`src/rtl/wordle_guess_ctrl.sv`:
```
// Guess-entry and scoring controller for the wordle game: collects five letters,
// scores them against the secret word (greens, then yellows), and holds the result until acked.
module wordle_guess_ctrl #(
    parameter int WORD_LEN = 5,
    parameter int CHAR_W   = 8
) (
    input  logic                       Clk,
    input  logic                       reset_n,
    input  logic                       clear,
    input  logic                       letter_valid,
    input  logic [CHAR_W-1:0]          letter_in,
    input  logic                       bksp,
    input  logic                       enter,
    input  logic [WORD_LEN*CHAR_W-1:0] secret,
    input  logic                       result_ack,
    output logic [WORD_LEN*CHAR_W-1:0] guess,
    output logic [2:0]                 len,
    output logic                       busy,
    output logic                       reject,
    output logic                       result_valid,
    output logic [2*WORD_LEN-1:0]      result,
    output logic                       win
);

    typedef enum logic [1:0] {ENTRY, MATCH, YELLOW, REPORT} state_t;

    localparam logic [2:0]            FULL      = 3'(WORD_LEN);
    localparam logic [2:0]            LAST      = 3'(WORD_LEN - 1);
    localparam logic [1:0]            GRAY      = 2'b00;
    localparam logic [1:0]            YEL       = 2'b01;
    localparam logic [1:0]            GREEN     = 2'b10;
    localparam logic [2*WORD_LEN-1:0] ALL_GREEN = {WORD_LEN{GREEN}};
    localparam logic [CHAR_W-1:0]     LO_A      = CHAR_W'(8'h61);
    localparam logic [CHAR_W-1:0]     LO_Z      = CHAR_W'(8'h7A);
    localparam logic [CHAR_W-1:0]     UP_A      = CHAR_W'(8'h41);
    localparam logic [CHAR_W-1:0]     UP_Z      = CHAR_W'(8'h5A);
    localparam logic [CHAR_W-1:0]     CASE_GAP  = CHAR_W'(8'h20);

    state_t              state, next_state;
    logic [CHAR_W-1:0]   slot_q  [WORD_LEN];
    logic [CHAR_W-1:0]   sec_q   [WORD_LEN];
    logic [1:0]          score_q [WORD_LEN];
    logic [2:0]          len_q, idx_q;
    logic [WORD_LEN-1:0] green_q, used_q;
    logic                reject_q;

    logic [CHAR_W-1:0]   letter_up;
    logic                letter_ok, len_full, match_hit, yel_found;
    logic [2:0]          yel_pos;

    // NOTE: every signal written here gets a default first, so no latch is inferred.
    always_comb begin
        letter_up = letter_in;
        if (letter_in >= LO_A && letter_in <= LO_Z)
            letter_up = letter_in - CASE_GAP;
        letter_ok = (letter_up >= UP_A) && (letter_up <= UP_Z);
        len_full  = (len_q == FULL);
        match_hit = (slot_q[idx_q] == sec_q[idx_q]);
        // Scan downwards so the last hit written is the lowest free matching position.
        yel_found = 1'b0;
        yel_pos   = '0;
        for (int j = WORD_LEN - 1; j >= 0; j--) begin
            if (!used_q[j] && sec_q[j] == slot_q[idx_q]) begin
                yel_found = 1'b1;
                yel_pos   = 3'(j);
            end
        end
    end

    always_ff @(posedge Clk or negedge reset_n) begin
        if (!reset_n) state <= ENTRY;
        else          state <= next_state;
    end

    always_comb begin
        next_state = state;
        if (clear) begin
            next_state = ENTRY;
        end else begin
            case (state)
                ENTRY:   if (enter && len_full) next_state = MATCH;
                MATCH:   if (idx_q == LAST)     next_state = YELLOW;
                YELLOW:  if (idx_q == LAST)     next_state = REPORT;
                REPORT:  if (result_ack)        next_state = ENTRY;
                default:                        next_state = ENTRY;
            endcase
        end
    end

    always_comb begin
        busy         = (state != ENTRY);
        result_valid = (state == REPORT);
        reject       = reject_q;
        len          = len_q;
        guess        = '0;
        result       = '0;
        for (int i = 0; i < WORD_LEN; i++) begin
            guess[(WORD_LEN-1-i)*CHAR_W +: CHAR_W] = slot_q[i];
            if (result_valid)
                result[2*(WORD_LEN-1-i) +: 2] = score_q[i];
        end
        win = result_valid && (result == ALL_GREEN);
    end

    // NOTE: the arrays are reset here because they feed outputs that must read 0 after reset.
    always_ff @(posedge Clk or negedge reset_n) begin
        if (!reset_n) begin
            for (int i = 0; i < WORD_LEN; i++) begin
                slot_q[i]  <= '0;
                sec_q[i]   <= '0;
                score_q[i] <= GRAY;
            end
            len_q    <= '0;
            idx_q    <= '0;
            green_q  <= '0;
            used_q   <= '0;
            reject_q <= 1'b0;
        end else begin
            reject_q <= 1'b0;
            if (clear) begin
                for (int i = 0; i < WORD_LEN; i++) begin
                    slot_q[i]  <= '0;
                    score_q[i] <= GRAY;
                end
                len_q <= '0;
            end else begin
                case (state)
                    ENTRY: begin
                        if (enter) begin
                            if (!len_full) begin
                                reject_q <= 1'b1;
                            end else begin
                                for (int i = 0; i < WORD_LEN; i++) begin
                                    sec_q[i]   <= secret[(WORD_LEN-1-i)*CHAR_W +: CHAR_W];
                                    score_q[i] <= GRAY;
                                end
                                green_q <= '0;
                                used_q  <= '0;
                                idx_q   <= '0;
                            end
                        end else if (bksp) begin
                            if (len_q != '0) begin
                                len_q                 <= len_q - 3'd1;
                                slot_q[len_q - 3'd1]  <= '0;
                            end
                        end else if (letter_valid) begin
                            if (letter_ok && !len_full) begin
                                slot_q[len_q] <= letter_up;
                                len_q         <= len_q + 3'd1;
                            end else begin
                                reject_q <= 1'b1;
                            end
                        end
                    end
                    MATCH: begin
                        if (match_hit) begin
                            green_q[idx_q] <= 1'b1;
                            used_q[idx_q]  <= 1'b1;
                            score_q[idx_q] <= GREEN;
                        end
                        idx_q <= (idx_q == LAST) ? '0 : idx_q + 3'd1;
                    end
                    YELLOW: begin
                        if (!green_q[idx_q] && yel_found) begin
                            used_q[yel_pos] <= 1'b1;
                            score_q[idx_q]  <= YEL;
                        end
                        idx_q <= (idx_q == LAST) ? '0 : idx_q + 3'd1;
                    end
                    REPORT: begin
                        if (result_ack) begin
                            for (int i = 0; i < WORD_LEN; i++) begin
                                slot_q[i]  <= '0;
                                score_q[i] <= GRAY;
                            end
                            len_q <= '0;
                        end
                    end
                    default: ;
                endcase
            end
        end
    end

endmodule

```
`config.mk`:
```
export PLATFORM = sky130hd
export DESIGN_NAME = wordle_guess_ctrl
export DESIGN_NICKNAME = d
export VERILOG_FILES = /design/src/rtl/wordle_guess_ctrl.sv
export SDC_FILE = /design/constraint.sdc
export NUM_CORES = 1
export LEC_CHECK = 0
export ABC_AREA = 1
export ABC_CLOCK_PERIOD_IN_PS = 4290
export CORE_MARGIN = 4
export CORE_UTILIZATION = 42
export CTS_BUF_LIST = sky130_fd_sc_hd__clkbuf_8 sky130_fd_sc_hd__clkbuf_16
export DETAILED_ROUTE_END_ITERATION = 8
export GPL_TIMING_DRIVEN = 0
export PLACE_DENSITY = 0.73
export SLEW_MARGIN = 10
export SYNTH_ARGS = -nofsm -noshare
export SYNTH_HDL_FRONTEND = slang
export SYNTH_SLANG_ARGS = --single-unit
```
`constraint.sdc`:
```
create_clock -name Clk -period 4.29 [get_ports Clk]
set_input_delay 0.858 -clock Clk [delete_from_list [all_inputs] [get_ports Clk]]
set_output_delay 0.858 -clock Clk [all_outputs]
set_load 0.02 [all_outputs]
```
Yosys cells after proc, flatten, opt, wreduce, memory -nomap -nowiden
Cells that the tools add are included.
Widths: inputs -> output; s select.

storage, ports and cells
  bits in registers = 109
  bits in writable memories = 0
  output and inout bits = 57
  word-level logic and storage cells = 202
  memories kept = 0
  input bits = 55
  latch bits = 0
  ROM bits = 0

operators by class
  add/sub/neg operators = 4
  multipliers = 0
  bitwise gates (word level) = 15
  equal/unequal tests = 28
  multiplexer cells = 82
  $lt $le $gt $ge = 14
  shift-type cells = 0
  reductions and logical operators = 38
  divide/modulo/power cells = 0

operator list
  operator            number
  $mux 40             7
  $pmux 40 s2         1
  $mux 10             6
  $mux 8              7
  $bmux 8 s3          2
  $demux 8 s3         2
  $eq 8x8->1          6
  $mux 3              15
  $and 40x40->40      1
  $bwmux 40           1
  $not 40->40         1
  $pmux 10 s4         1
  $ne 3x3->1 const B  9
  $mux 5              5
  $or 5x5->5          5
  $mux 2              11
  $ge 8x7->1 const B  2
  $le 8x7->1 const B  2
  $logic_and 1x1->1   16
  $mux 1              15
  $pmux 5 s3          1
  $ge 4x4->1 const B  3
  $lt 4x1->1 const B  3
  $ne 4x4->1 const B  3
  other kinds (28)    56

Longest topological paths before layout
Gate-level depths: netlist (run 1).

  word-level depth = 18
  mapped depth = 22
  gate-level depth less buffers = 21

Worst setup path before layout (run 1)
No wires, ideal clock.

  path kind = flip-flop to output port
  start = reg state[0]
  end = out win
  stages on the path, launching flop included = 6
  arrival time = 1.828 ns
  path buffers = 1
  path slack = 1.604 ns
  cells stage by stage = dfrtp_1 ha_1 clkbuf_1 nand2_1 inv_1 nor4_1

between the ends
  cells in the longest elaborated chain, start to end = 4

ends and longest elaborated chain
  element                 RTL line  text
  start, declared         39        state_t state, next_state;
  start signal, assigned  72        else state <= next_state;
  $eq 2x2->1              92        result_valid = (state == REPORT);
  named net result_valid  20        output logic result_valid,
  $mux 2                  99        if (result_valid)
  named net result[4]     21        output logic [2*WORD_LEN-1:0] result,
  $eq 10x10->1            102       win = result_valid && (result == ALL_GREEN);
  $logic_and 1x1->1       102
  end, declared           22        output logic win

The timed path passes the listed nets, and every way through them passes these cells.

Worst setup path in the final report (run 1)
  start = in letter_in[3]
  end = reg slot_q, in the netlist guess[30]

between the ends
  cells in the longest elaborated chain, start to end = 10

ends and longest elaborated chain
  element                                                             RTL line  text
  start, declared                                                     11        input logic [CHAR_W-1:0] letter_in,
  $ge 8x7->1 / $le 8x7->1 (equally long branches)                     54        if (letter_in >= LO_A && letter_in <= LO_Z)
  $logic_and 1x1->1                                                   54
  $mux 8 *                                                            54
  parallel branches: the longest is 7 deep, another holds $ge 8x7->1  -
  end signal, assigned by index                                       148       slot_q[len_q] <= letter_up;
  end, declared                                                       40        logic [CHAR_W-1:0] slot_q [WORD_LEN];

Mark *: on every way between the ends. The select of a mux whose other input is x is not followed.
A chain may end at the register's enable or synchronous reset.

==> key figures, run 1 <==
Clock network
  – TritonCTS buffer count: 9
  – Clock transition at the registers of the reported paths: 0.07 ns
  – CTS tree: built
  – Htree depth: 3
  – Max Buffers Root-to-Sink: 2
  – Post-CTS Setup Bufs: 0
  – Cts repair resizes: 0
  – Hold_buf cts: 0
  – Clock Tree Root: clkbuf_16
  – Clock sinks: 109
  – Worst-skew pair later-pin latency: 0.37 ns

Logic synthesis
  – Syn Std Cell Area: 0.00736 mm^2
  – Warnings from Yosys: 0
  – Post-synth top cells: nand2_1 (190), inv_1 (131), o21ai_0 (116)
  – Syn avg cell area: 7.14 um^2
  – Seq cells post-synth: 109
  – Register area share after synthesis: 0.371
  – Synth Flop Type: dfrtp_1
  – Post-synth EDFFs: 0
  – Area leader, netlist: dfrtp_1
  – Top area cells in the synthesized netlist: dfrtp_1 (37%), nand2_1 (9.7%), o21ai_0 (7.9%), inv_1 (6.7%), nand3_1 (5.8%)
  – Synthesized net count: 1097
  – Top-count cell post-synth: nand2_1
  – Post-synth cell types: 48
  – Post-Synthesis Cells: 1031
  – Async S/R FF share, synth: 1.00
  – Top-area cell type share of the netlist area: 0.371

Power
  – Total Power: 6.61 mW
  – Leakage: 4.27 nW
  – Cell Pwr Density: 728 mW/mm^2
  – Maximum VDD drop: 0.000361 V

Worst setup path
  – Critical-path cell list: clkdlybuf4s50_1, nand2_1, nor2_1, o21ai_0, nand2_1, inv_1, a31o_2, a21oi_1, nand4_1, nand3_1, nand2_2, a21oi_1, buf_2, nand3_1, o21ai_0
  – Crit start category: input pin
  – WP buf/inv: 3
  – Worst path arrival time: 3.69 ns
  – CP endpoint kind: flip-flop
  – Max stage delay on crit path: 0.54 ns
  – WS Path Type: in -> reg
  – CP delay by family, top: compound AO/OA/AOI/OAI gates
  – Worst-path maximum fanout: 10
  – Required @ worst endpoint: 4.57 ns
  – Slowest CP cell: clkdlybuf4s50_1

Global routing
  – Vias in the first global route: 7406
  – Initial antenna violation count: 0
  – First-pass GRT wire length: 39400 um
  – Maximum number of pins on one net before global-route repair: 84
  – Gr ovfl total: 0
  – Overall routing resource usage: 0.252

Place
  – DP HPWL: 18600 um
  – GP Congestion: 0.943
  – Buffers on Ports: 111

Route
  – Initial DRC Count: 858
  – Metal2 WL: 11400 um
  – Met1 WL: 10700 um
  – DRT antenna net count: 0
  – WL per Instance: 17.9 um
  – Wirelength, routed: 24700 um
  – DR top layer: met4
  – First-pass DRT Iterations: 5
  – Met3 routed WL: 1890 um
  – Routed vias/inst: 5.52
  – # DRC: 0
  – Via count of the routed design: 7645

STA
  – Setup clock skew after layout: 0.0115 ns
  – RSZ-0062 raised after global routing: no
  – Max-slew headroom: 0.416
  – Finish-stage setup viols: 0
  – Post-route setup TNS: 0 ns
  – Actual slew at the worst max-slew pin: 0.869 ns
  – Fin crit share: 0.795
  – Max-slew violations: 0
  – Final Hold Vio Count: 0
  – Tmin final: 3.41 ns
  – FMAX: 0.293 GHz

Die
  – Rows: 48
  – Area of the core: 0.0172 mm^2
  – Total Die Area: 0.0197 mm^2
  – Die width: 140 um
  – Starting Density: 0.427
  – Die Y: 140 um
  – I/O Pins: 112

Min path
  – Worst hold path class: in -> async

Layout
  – Multi-input gate area in the final layout: 0.00386 mm^2
  – Fin nets: 1220
  – Reg area: 0.00273 mm^2
  – Fill count: 1709
  – Area Growth Syn to Fin: 23.4%
  – Fraction of layout cells with a size suffix above 1: 0.0915
  – Number of antenna diodes: 0

Job
  – Max Cap Viol: 0

Run status
  – Status: complete, no violations
cell type report:
cell class,count,area share
inverter,143,0.0596
buffer,40,0.0247
clock buffer,11,0.0278
timing repair buffer,112,0.125
multi-input combinational,739,0.425
clock inverter,5,0.00565
tap,225,0.0310
sequential,109,0.300
cell families (layout without fill, tap and decap cells):
family,Yosys count,after routing,share of synthesized area
adder cells (fa/ha/maj),11,11,0.0187
flip-flops,109,109,0.371
buffers and inverters,183,311,0.104
AO/OA/AOI/OAI,247,247,0.188
AND/OR/NAND/NOR,465,465,0.299
XOR/XNOR,12,12,0.0143
multiplexers,4,4,0.00612
metrics by stage:
step,setup WS [ns],instances,util,cell area [um^2],hold WS (ns)
6_report,0.881,1384,0.527,9080,0.354
2_1_floorplan,1.60,1031,-,7360,0.449
3_3_place_gp,-2.05,1367,0.508,8750,0.463
3_5_place_dp,0.594,1368,0.509,8780,0.468
4_1_cts,0.968,1384,0.527,9080,0.358
5_1_grt,0.651,1384,0.527,9080,0.373
path summary, 6_finish.rpt:
path,cells past startpoint,end,slack [ns],from
min,1,sec_q[31],0.35,reset_n
min reg2reg,2,used_q[1],0.49,used_q[1]
max reg2reg,21,score_q[8],1.45,idx_q[0]
max,15,guess[30],0.88,letter_in[3]
max in group asynchronous,2,reject,3.20,reset_n
min in group Clk,2,used_q[1],0.49,used_q[1]
state kept, by name, indices dropped and copies added (netlist names), 2 cells and up:
name     flops
sec_q       40
idx_q        3
used_q       5
len          3
state        2
green_q      5
score_q     10
guess       40
routing by layer:
| metal | vias to the layer above | global-route usage |
|---|---|---|
| met4 | 0 | 0.0969 |
| met3 | 47 | 0.0430 |
| met5 | - | 0 |
| li1 | 3674 | - |
| met2 | 333 | 0.398 |
| met1 | 3591 | 0.345 |
cells in the final DEF, fill, tap and decap left out, types with 9 or more instances in the layout:
cell | synthesis | final
nand2_1 | 190 | 190
inv_1 | 131 | 133
o21ai_0 | 116 | 116
clkdlybuf4s50_1 | 0 | 110
dfrtp_1 | 109 | 109
nor2_1 | 96 | 96
nand3_1 | 86 | 86
a21oi_1 | 68 | 68
nand4_1 | 23 | 23
clkbuf_1 | 20 | 20
nand2_2 | 20 | 20
nor3_1 | 16 | 16
o22ai_1 | 13 | 13
o21ai_1 | 12 | 12
o21ai_2 | 11 | 11
ha_1 | 11 | 11
clkbuf_16 | 0 | 9
worst reg2reg max path, stage by stage, from the launching register on:
cell     delay [ns]
dfrtp_1        0.39
buf_6          0.16
inv_6          0.10
buf_6          0.16
nand2_1        0.06
nand3_1        0.15
nand2_1        0.09
nor2_2         0.21
nand2_1        0.09
nand2_1        0.07
nand2_1        0.06
nor2_1         0.17
nand2_1        0.08
nor2_1         0.23
inv_1          0.07
nand2_1        0.08
nand2_1        0.09
nand3_2        0.08
nand3_2        0.10
buf_6          0.18
nand2_2        0.07
o21ai_2        0.05
where the power goes:
group	leakage [nW]	total [mW]	switching, mW	internal [mW]
combinational	2.81	3.88	2.53	1.35
sequential	1.30	1.84	0.386	1.46
clock	0.158	0.895	0.413	0.482
total	4.27	6.61	3.32	3.29
No activity file was read; power rests on OpenSTA's default activity.
==> run 2: changes to the inputs <==
- ABC_CLOCK_PERIOD_IN_PS: 4290 -> 2900
- PLACE_DENSITY: 0.73 -> 0.75
- clock period: 4.29 -> 2.9 ns (I/O delays scaled with it)
==> run 2 against run 1 <==
Register-to-register slack got worse by 1.3 ns. Combinational power increased by 60%. Global-route usage increased by 0.092 points. Power increased by 54%. Sequential power increased by 49%. Clock power increased by 36%. Via count increased by 2.6%. Die area unchanged. Clock skew increased by 0.0058 ns. Core utilization increased by 1.6 points. Non-clock buffer count increased by 16. Largest cell class unchanged. Highest routed layer unchanged.
==> key figures, run 2 (same netlist as run 1, synthesis figures left out) <==
Layout
  – Area Growth Syn to Fin: 27.2%
  – Fin cells: 1401
  – Fraction of layout cells with a size suffix above 1: 0.126
  – Fin nets: 1237
  – Commonest non-fill, non-tap cell in the layout: nand2_1
  – Cell area after layout: 0.00936 mm^2
  – Final core occ: 0.543
  – Number of antenna diodes: 0
  – Most frequent cells in the layout: nand2_1 (183), inv_1 (131), o21ai_0 (116)

Die
  – Die Y: 140 um
  – Total Die Area: 0.0197 mm^2
  – Rows: 48
  – I/O Pins: 112
  – Starting Density: 0.427
  – Area of the core: 0.0172 mm^2
  – Die width: 140 um

STA
  – Setup clock skew after layout: 0.0174 ns
  – FMAX: 0.358 GHz
  – Fin crit share: 0.964
  – Hold_ws: 0.139 ns
  – Actual slew at the worst max-slew pin: 0.846 ns
  – Tmin final: 2.80 ns
  – Final Hold Vio Count: 0
  – Finish-stage setup viols: 0
  – Max-slew violations: 0
  – RSZ-0062 raised after global routing: yes
  – Max-slew headroom: 0.432

Power
  – Switching power share of the total: 0.507
  – Maximum VDD drop: 0.000581 V
  – Switching power: 5.16 mW
  – Cell internal pwr: 5.02 mW
  – Cell Pwr Density: 1090 mW/mm^2
  – Comb pwr share: 0.612
  – Clock share of power: 0.119
  – Part of the power in registers: 0.269
  – Leakage: 4.38 nW
  – Total Power: 10.2 mW

Route
  – DRT antenna net count: 0
  – Initial DRC Count: 913
  – First-pass DRT Iterations: 7
  – # DRC: 0
  – Routed vias/inst: 5.60
  – Via count of the routed design: 7843
  – Wirelength, routed: 25300 um
  – WL per Instance: 18.0 um

Worst setup path
  – Reg2reg start: len[0]
  – Critical-path cell list: clkdlybuf4s50_1, nand2_1, nor2_1, o21ai_0, nand2_1, inv_1, a31o_2, a21oi_1, nand4_1, nand3_2, nand2_4, a21oi_4, buf_2, o21ai_0
  – CP startpoint: letter_in[3]
  – Slowest CP cell: clkdlybuf4s50_1
  – Required @ worst endpoint: 3.16 ns
  – CP endpoint kind: flip-flop
  – Crit start category: input pin
  – Worst path arrival time: 3.05 ns
  – Max stage delay on crit path: 0.54 ns
  – WS Path Type: in -> reg
  – Worst-path maximum fanout: 10

Global routing
  – Maximum number of pins on one net before global-route repair: 66
  – First-pass GRT wire length: 39600 um
  – Overall routing resource usage: 0.253
  – Vias in the first global route: 7414
  – Gr ovfl total: 0
  – Initial antenna violation count: 0

Place
  – DP Cell Count: 1368
  – GP Congestion: 0.948
  – DP HPWL: 18800 um
  – Buffers on Ports: 111
  – DP Area: 0.00878 mm^2

Clock network
  – Worst-skew pair later-pin latency: 0.37 ns
  – CTS tree: built
  – Max Buffers Root-to-Sink: 2
  – TritonCTS buffer count: 9
  – Clock Tree Root: clkbuf_16
  – Clock transition at the registers of the reported paths: 0.09 ns
  – Htree depth: 3
  – Clock sinks: 109

Min path
  – Worst hold path class: in -> async

Job
  – Max Cap Viol: 0

Run status
  – Status: complete, no violations
## run 2: critical path, delay by kind of cell
kind,cells,cell delay [ns]
simple gates,6,0.78
buf+inv,3,0.86
compound gates,5,0.81
## run 2: worst paths after layout
path | endpoint | slack [ns] | cells past startpoint
max | guess[2] | 0.10 | 14
min | sec_q[39] | 0.14 | 1
max reg2reg | guess[19] | 0.14 | 8
min reg2reg | used_q[1] | 0.50 | 2
max in group asynchronous | guess[29] | 2.05 | 2
min in group Clk | used_q[1] | 0.50 | 2
## run 2: power groups by stage
stage / clock network (mW) / registers [mW] / logic [mW]
after floorplan: 0 / 2.88 / 3.49
after global placement: 0 / 2.73 / 5.54
after detailed placement: 0 / 2.74 / 5.63
after CTS: 1.22 / 2.72 / 5.67
after global routing: 1.30 / 2.80 / 6.78
final: 1.22 / 2.74 / 6.22
## run 2: cell type report
type | count | area (um^2)
sequential | 109 | 2730
clock inverter | 7 | 51.3
tap | 225 | 282
timing repair buffer | 128 | 1270
fill | 1689 | 7880
multi-input combinational | 740 | 4010
clock buffer | 9 | 225
inverter | 143 | 544
buffer | 40 | 245
## run 2: metrics by stage
step           setup WS [ns]  setup TNS [ns]
6_report               0.105               0
5_1_grt              -0.0909          -0.531
3_5_place_dp          -0.537          -18.18
2_1_floorplan          0.492               0
4_1_cts               -0.105           -2.13
3_3_place_gp           -3.12         -355.08
## run 2: routing by layer
| layer | part of all wire | vias to the layer above | track usage |
|---|---|---|---|
| met5 | 0 | - | 0 |
| met2 | 0.47 | 387 | 0.406 |
| met4 | 0.028 | 0 | 0.0841 |
| met3 | 0.085 | 63 | 0.0488 |
| li1 | - | 3707 | - |
| met1 | 0.42 | 3686 | 0.343 |
## run 2: repair_timing
action,in CTS,in global routing
endpoints found under the setup margin,41,60
hold buffers,0,0
resized for setup,2,41
pin swaps,0,5
endpoints found under the hold margin,0,0
cloned,0,1
buffers inserted,0,16
==> run 3: changes to the inputs <==
--- a/constraint.sdc
+++ b/constraint.sdc
@@ -3,2 +3,2 @@
 set_output_delay 0.58 -clock Clk [all_outputs]
-set_load 0.02 [all_outputs]
+set_load 0.01 [all_outputs]
==> run 3 against run 2 <==
Setup slack better by 0.0055 ns. Count of clock-buffer cells in the layout stayed put. Final area is 0.11% higher. Die area stayed put.
==> key figures, run 3 (same netlist as run 1, synthesis figures left out) <==
Run status
  – Status: complete, no violations

Power
  – Maximum VDD drop: 0.000514 V
  – Cell Pwr Density: 1060 mW/mm^2
  – Leakage: 4.39 nW

Die
  – I/O Pins: 112
  – Rows: 48
  – Die Y: 140 um
  – Die width: 140 um
  – Total Die Area: 0.0197 mm^2
  – Starting Density: 0.427
  – Area of the core: 0.0172 mm^2

STA
  – Actual slew at the worst max-slew pin: 0.858 ns
  – FMAX: 0.358 GHz
  – Finish-stage setup viols: 0
  – Final setup margin: 0.110 ns
  – Tmin final: 2.79 ns
  – Max-slew headroom: 0.424
  – Final Hold Vio Count: 0
  – Fin crit share: 0.962
  – Hold_ws: 0.140 ns
  – Setup clock skew after layout: 0.0157 ns
  – Max-slew violations: 0
  – RSZ-0062 raised after global routing: yes

Route
  – # DRC: 0
  – Via count of the routed design: 7862
  – WL per Instance: 18.1 um
  – DRT antenna net count: 0
  – Wirelength, routed: 25400 um
  – Routed vias/inst: 5.60
  – First-pass DRT Iterations: 5
  – Initial DRC Count: 849

Global routing
  – First-pass GRT wire length: 39600 um
  – Initial antenna violation count: 0
  – Vias in the first global route: 7414
  – Overall routing resource usage: 0.253
  – Maximum number of pins on one net before global-route repair: 66
  – Gr ovfl total: 0

Place
  – Buffers on Ports: 111
  – Pre-CTS setup slack: -0.537 ns
  – DP HPWL: 18800 um
  – GP Congestion: 0.948

Worst setup path
  – WP buf/inv: 3
  – Critical-path cell list: clkdlybuf4s50_1, nand2_1, nor2_1, o21ai_0, nand2_1, inv_1, a31o_2, a21oi_1, nand4_1, nand3_2, nand2_4, a21oi_4, buf_4, nand3_1, o21ai_0
  – Crit start category: input pin
  – Worst-path maximum fanout: 10
  – WS Path Type: in -> reg
  – Max stage delay on crit path: 0.54 ns
  – CP delay by family, top: simple AND/OR/NAND/NOR gates
  – Slowest CP cell: clkdlybuf4s50_1
  – Required @ worst endpoint: 3.18 ns
  – Worst path arrival time: 3.07 ns
  – CP endpoint kind: flip-flop

Layout
  – Fraction of layout cells with a size suffix above 1: 0.126
  – Fill count: 1687
  – Commonest non-fill, non-tap cell in the layout: nand2_1
  – Area Growth Syn to Fin: 27.3%
  – Fin nets: 1239
  – Number of antenna diodes: 0
  – Most frequent cells in the layout: nand2_1 (184), inv_1 (131), o21ai_0 (116)

Clock network
  – TritonCTS buffer count: 9
  – Clock transition at the registers of the reported paths: 0.08 ns
  – Htree depth: 3
  – Clock sinks: 109
  – Worst-skew pair later-pin latency: 0.37 ns
  – Max Buffers Root-to-Sink: 2
  – CTS tree: built
  – Hold_buf cts: 0
  – Clock Tree Root: clkbuf_16

Job
  – Max Cap Viol: 0

Min path
  – Worst hold path class: in -> async
-- run 3: cell types whose count changed in the layout (fill, tap and decap cells not counted) --
cell,previous run,this run
nand2_1,183,184
nor3_2,5,4
nand2_2,26,25
nor3_1,13,14
buf_2,3,2
buf_4,19,21
clkbuf_4,4,5
-- run 3: per-layer routing --
layer / GRT usage / routed length (um) / up-vias
met4: 0.0841 / 655 / 0
met2: 0.406 / 12100 / 387
li1: - / - / 3711
met3: 0.0488 / 2070 / 57
met5: 0 / 0 / -
met1: 0.343 / 10600 / 3707
-- run 3: per-stage QoR --
stage	total power [mW]	util	setup TNS [ns]	instances	cell area, um^2
after floorplan	6.15	-	0	1031	7360
after global placement	8.05	0.508	-355.08	1367	8750
after detailed placement	8.15	0.509	-18.18	1368	8780
after CTS	9.39	0.526	-2.13	1384	9060
after global routing	10.7	0.543	-0.540	1403	9370
final	9.97	0.543	0	1403	9370
-- run 3: path summary, 6_finish.rpt --
check                           slack [ns]    endpoint         start  depth (start not counted)
worst min register to register        0.51   used_q[1]     used_q[1]                          2
max in group asynchronous             2.05   guess[29]       reset_n                          2
worst max register to register        0.16  score_q[8]      idx_q[0]                         21
min in group Clk                      0.51   used_q[1]     used_q[1]                          2
worst min-delay path                  0.14   sec_q[39]       reset_n                          1
worst max-delay path                  0.11   guess[30]  letter_in[3]                         15
-- run 3: layout make-up --
type	count	area (um^2)	area share
Multi-Input combinational cell	740	4000	0.427
Sequential cell	109	2730	0.291
Timing Repair Buffer	130	1290	0.138
Inverter	143	544	0.0581
Tap cell	225	282	0.0301
Buffer	40	248	0.0264
Clock buffer	9	225	0.0240
Clock inverter	7	51.3	0.00548
-- run 3: what timing repair did --
item	4_1_cts	5_1_grt
gates resized for setup	2	40
buffers inserted	0	18
setup endpoints to repair	41	60
pin swaps	0	6
gates cloned	0	1
-- run 3: power breakdown --
group          switching [mW]  total [mW]  internal, mW
clock                   0.623        1.21         0.587
sequential              0.585        2.74          2.15
combinational            3.73        6.03          2.30
